### src/rtl/noise_filter.sv
// noise_filter: N-sample moving-average low-pass filter for one channel of signed audio.
// A running sum over a circular window costs one add and one subtract per accepted sample.
module noise_filter #(
    parameter int WIDTH  = 24,
    parameter int LOG2_N = 3
) (
    input  logic             clk,
    input  logic             reset_n,
    input  logic             enable,
    input  logic             clear,
    input  logic [WIDTH-1:0] data_in,
    output logic [WIDTH-1:0] data_out,
    output logic             valid_out,
    output logic             primed
);
    localparam int N  = 2 ** LOG2_N;
    localparam int AW = WIDTH + LOG2_N;
    localparam logic [LOG2_N:0] CNT_FULL = (LOG2_N + 1)'(N);

    logic [WIDTH-1:0]     window_r [N];
    logic [LOG2_N-1:0]    wp_r;
    logic signed [AW-1:0] acc_r;
    logic [LOG2_N:0]      cnt_r;
    logic [WIDTH-1:0]     data_out_r;
    logic                 valid_r;
    logic                 primed_r;

    logic signed [AW-1:0] in_ext_s;
    logic signed [AW-1:0] old_ext_s;
    logic signed [AW-1:0] acc_next_s;
    logic [LOG2_N:0]      cnt_next_s;
    logic                 accept_s;

    // Next running sum (new sample in, oldest out) and saturating fill count
    always_comb begin
        accept_s   = enable & ~clear;
        in_ext_s   = {{LOG2_N{data_in[WIDTH-1]}}, data_in};
        old_ext_s  = {{LOG2_N{window_r[wp_r][WIDTH-1]}}, window_r[wp_r]};
        acc_next_s = acc_r + in_ext_s - old_ext_s;
        if (cnt_r == CNT_FULL) begin
            cnt_next_s = CNT_FULL;
        end else begin
            cnt_next_s = cnt_r + 1'b1;
        end
    end

    // Window, running sum and registered outputs; clear flushes and beats a same-cycle sample
    always_ff @(posedge clk or negedge reset_n) begin
        if (!reset_n) begin
            for (int i = 0; i < N; i++) begin
                window_r[i] <= '0;
            end
            wp_r       <= '0;
            acc_r      <= '0;
            cnt_r      <= '0;
            data_out_r <= '0;
            valid_r    <= 1'b0;
            primed_r   <= 1'b0;
        end else if (clear) begin
            for (int i = 0; i < N; i++) begin
                window_r[i] <= '0;
            end
            wp_r       <= '0;
            acc_r      <= '0;
            cnt_r      <= '0;
            data_out_r <= '0;
            valid_r    <= 1'b0;
            primed_r   <= 1'b0;
        end else if (accept_s) begin
            window_r[wp_r] <= data_in;
            wp_r           <= wp_r + 1'b1;
            acc_r          <= acc_next_s;
            cnt_r          <= cnt_next_s;
            // Dropping the low LOG2_N bits is an arithmetic shift: floor toward -infinity
            data_out_r     <= acc_next_s[AW-1:LOG2_N];
            valid_r        <= 1'b1;
            primed_r       <= (cnt_next_s == CNT_FULL);
        end else begin
            valid_r <= 1'b0;
        end
    end

    assign data_out  = data_out_r;
    assign valid_out = valid_r;
    assign primed    = primed_r;

endmodule

### config.mk
export PLATFORM = sky130hd
export DESIGN_NAME = noise_filter
export DESIGN_NICKNAME = d
export VERILOG_FILES = /design/src/rtl/noise_filter.sv
export SDC_FILE = /design/constraint.sdc
export NUM_CORES = 1
export LEC_CHECK = 0
export BUFFER_PORTS_ARGS = -buffer_cell sky130_fd_sc_hd__buf_2
export CORE_MARGIN = 5
export CORE_UTILIZATION = 50
export CTS_CLUSTER_SIZE = 14
export DETAILED_ROUTE_END_ITERATION = 6
export HOLD_SLACK_MARGIN = 0.08
export PLACE_DENSITY = 0.63
export SYNTH_ARGS = -nofsm -noshare
export SYNTH_HDL_FRONTEND = slang
export SYNTH_SLANG_ARGS = --single-unit
### constraint.sdc
create_clock -name clk -period 4.92 [get_ports clk]
set_input_delay 0.738 -clock clk [delete_from_list [all_inputs] [get_ports clk]]
set_output_delay 0.738 -clock clk [all_outputs]
set_load 0.02 [all_outputs]
# Word level (Yosys, flattened, before mapping)
# Cells that the tools add are included.
# totals
register_bits	252
inputBits	28
out_inout_bits	26
word_cells	48
# op_classes
addsub	4
order_cmp	2
eq_ne	2
n_mux	21
n_bitwise	3
reduce_logical	2
# op_table
operator	n
$mux 192	2
$bwmux 192	1
$mux 24	5
$bmux 24 s3	1
$demux 24 s3	1
$mux 27	2
$add 27x24->27	1
$sub 27x24->27	1
$mux 4	3
$eq 4x4->1 const B	2
$mux 3	2
$add 4x1->4 const B	1
$ge 4x4->1 const B	1
$lt 4x1->1 const B	1
$mux 1	4
$not 3->4	1
$add 3x1->3 const B	1
$reduce_bool 2->1	1
$and 1x1->1	1
$logic_and 1x1->1	1
$not 1->1	1

# Depth between registers and ports, before layout
# logic_depth
depth_word	8
depth_mapped	18
ltp_nobuf	16

# Worst setup path after synthesis
# OpenSTA, ideal clock, no wires.
# synth_path
kind	register to register
from	register wp_r[1]
to	register acc_r[26]
setup_ps	128
t_arrival_ps	3768
required_ps	4792
path_slack_ps	1024
path_stages_with_launch	18
n_path_buf	2
synth_period_minus_slack_ps	3896
cell_sequence	dfrtp_1 > buf_2 > nor3b_2 > clkbuf_1 > a22oi_1 > nand4_1 > ha_1 > inv_1 > ha_1 > inv_1 > fa_1 > and2b_1 > o21bai_4 > a2111o_1 > a21oi_2 > o21ai_1 > mux2i_1 > mux2_1
# synth_via
elab_chain_len	7
# synth_lines
element	line_no	source
start: declaration	21	logic [LOG2_N-1:0] wp_r;
start signal: assignment	71	wp_r <= wp_r + 1'b1;
$not 3->4 (not written as such)	38	old_ext_s = {{LOG2_N{window_r[wp_r][WIDTH-1]}}, window_r[wp_r]};
$bmux 24 s3	38	
$mux 24 (not written as such) (2 in series)	38	
$sub 27x24->27	39	acc_next_s = acc_r + in_ext_s - old_ext_s;
$mux 27	69	end else if (accept_s) begin
$mux 27	59	end else if (clear) begin
end signal: assignment	72	acc_r <= acc_next_s;
end: declaration	22	logic signed [AW-1:0] acc_r;
# No other way between the ends. The select of a mux whose other input is x is not followed.
# A chain may end at the register's enable or synchronous reset.

# Worst setup path in the final report
# Ends and elaborated chain as after synthesis.

==> impl_metrics.yaml <==
timing:
  worst_slew_pin_slew_ns: 1.21
  period_minus_slack_ns: 4.58
  finalCritPeriodShare_pct: 93.2
  final_max_slew_viol_count: 0
  fmax_mhz: 218
  hold_viol: 0
  rsz0062_at_grt: "false"
  relSlewSlack_pct: 19.0
  fin_tns_setup_ns: 0
  finalSetupViolCount: 0
  skew_ns: 0.0159
logic_synthesis:
  synth_edf_count: 0
  yosys.area.top_type: "dfrtp_1"
  synth.most_common_cell: "nand2_1"
  ys_warn_count: 0
  synth_area_um2: 12700
  synth_seq_cells: 228
  ys_types: 61
  seq_area_frac_synth_pct: 44.9
  netlist_top_cells_area: "dfrtp_1, nand2_1, a21oi_1, a22oi_1, fa_1"
  synthCells: 1515
  avgSynthCellArea_um2: 8.39
  synthFlopType: "dfrtp_1"
  synth.top_cells.by_count: "nand2_1, a21oi_1, dfrtp_1"
  synthArstFlopShare_pct: 100
  synth.top_cell.area_share_pct: 44.9
  synth_fp_nets: 1600
placement:
  dpl.hpwl_um: 24900
  dp.cells: 1784
  place_congestion: 0.947
  place_area_um2: 13100
  portBuffers: 53
clock_network:
  clkTransAtPathRegs_ns: 0.07
  numCtsBuffers: 26
  clock_path_buffers: 3
  cts_root_buffer: "clkbuf_16"
  cts_tree: "done"
  clk_latency_ns: 0.54
  htreeDepth: 1
  postCtsResizedCells: 0
  cts_setup_buffers: 0
  hold_buffers: 0
  clock_sinks: 228
layout:
  fin_area_um2: 14000
  utilization_pct: 55.8
  nets: 1567
  drive_gt1_share_pct: 10.1
  diodes: 0
  syn2layout_area_growth_pct: 10.3
  instances_no_fill: 1832
  nFillCells: 2310
routing:
  wl_per_cell_um: 20.7
  drtIter0Drc: 1222
  drc: 0
  dr_total_vias: 10700
  drt-vias-per-instance: 5.83
  routed_wl_um: 37900
  ant_nets: 0
  dr.pass1.iters: 5
floorplanning:
  io_pins: 54
  die_height_um: 169
  core_area_um2: 25100
  die-width_um: 169
  die_area_um2: 28700
  start_util_pct: 50.6
  rows: 58
worst_setup_path:
  r2r_cells: 15
  r2r_slack_ns: 0.34
  path_cells: "nand2_1 -> nor2_2 -> buf_4 -> a22oi_1 -> nand4_1 -> fa_1 -> inv_1 -> ha_1 -> a21oi_2 -> o211ai_1 -> a41oi_1 -> o211ai_1 -> o21ai_1 -> mux2i_1 -> mux2_1"
  path_delay_family: "compound AO/OA/AOI/OAI gates"
  timing.rr.end: "acc_r[26]$_DFFE_PN0P_"
  cp_max_fo: 12
  endpoint_kind: "flip-flop"
  cpPeakStageDelay_ns: 0.67
  slowest_stage: "dfrtp_1"
  r2r_start: "wp_r[1]$_DFFE_PN0P_"
  crit_type: "flip-flop to flip-flop"
  crit_path_start_kind: "flip-flop"
  critical_path_required_ns: 5.34
  crit_buf_inv: 2
  cp.arrival_ns: 5.00
  cpMostUsedCell: "o211ai_1"
pwr:
  p_leak_uw: 0.00624
  powerDensity_nw_per_um2: 494
  ir_drop_v: 0.000310
run:
  cap_violations: 0
global_route:
  grt_overflow_total: 0
  grtUsageTotal_pct: 26.6
  grt_pass1_vias: 10600
  grt_pass1_wl_um: 60900
  grt_start_max_net_pins: 127
  grt_antenna_before_repair: 0
min_path:
  hold_class: "input port to asynchronous set/reset pin"
outcome:
  status: "finished, final reports clean"
-- how the worst max path moves through the flow --
stage / startpoint / to / slack, ns / cells after the start
global placement: wp_r[1]$_DFFE_PN0P_ / acc_r[18]$_DFFE_PN0P_ / 0.54 / 15
detailed placement: wp_r[1]$_DFFE_PN0P_ / acc_r[18]$_DFFE_PN0P_ / 0.45 / 15
floorplan: wp_r[1]$_DFFE_PN0P_ / acc_r[26]$_DFFE_PN0P_ / 1.02 / 17
global route: wp_r[1]$_DFFE_PN0P_ / acc_r[26]$_DFFE_PN0P_ / 0.15 / 15
CTS: wp_r[1]$_DFFE_PN0P_ / acc_r[18]$_DFFE_PN0P_ / 0.44 / 15
finish: wp_r[1]$_DFFE_PN0P_ / acc_r[26]$_DFFE_PN0P_ / 0.34 / 15
-- sequential cells by signal (all words and copies together) (netlist names) --
register,count
acc_r,27
cnt_r,4
primed,1
valid_out,1
window_r,192
wp_r,3
-- stage by stage --
stage	total power [uW]	setup WS [ns]	hold slack (ns)
2_1_floorplan	4220	1.02	0.442
3_3_place_gp	4730	0.536	0.506
3_5_place_dp	4750	0.455	0.515
4_1_cts	6940	0.437	0.343
5_1_grt	7340	0.147	0.378
6_report	6930	0.336	0.298
-- area by class of cell --
type                       count  area [um^2]  share of cell area, %
inverter                     112          420                   3.00
sequential                   228         5710                   40.7
clock inverter                16          240                   1.71
timing repair buffer          85          559                   3.99
multi-input combinational   1029         5960                   42.5
clock buffer                  32          724                   5.17
tap                          330          413                   2.94
-- power by group --
| part | internal (uW) | switching [uW] | total, uW |
|---|---|---|---|
| Clock | 1360 | 814 | 2180 |
| Sequential | 2000 | 105 | 2110 |
| Combinational | 1000 | 1640 | 2650 |
| Total | 4370 | 2560 | 6930 |
-- logic make-up after synthesis --
group	after synthesis	synth area share (%)
AOI/OAI and AO/OA	385	18.6
xor gates and xnor gates	25	1.72
adders and majority gates	57	7.14
buffers and inverters	258	8.57
DFF	228	44.9
muxes	15	1.19
and+or+nand+nor	547	17.9
-- routing by layer --
layer,routed length [um],GRT usage [%],vias to the layer above
li1,-,-,4947
met1,16700,38.2,5249
met2,17400,41.6,423
met3,2990,5.45,58
met4,792,6.69,0
met5,0,0,-
-- cells in the final DEF, fill, tap and decap left out, drive strengths merged, types with 26 or more instances in the layout --
cell type,netlist,final
nand2,426,426
a21oi,230,230
dfrtp,228,228
inv,112,113
a22oi,96,96
buf,43,85
nor2,40,40
clkbuf,103,32
ha,31,31
nand4,29,29
fa,26,26
(Power assumes the default switching activity.)
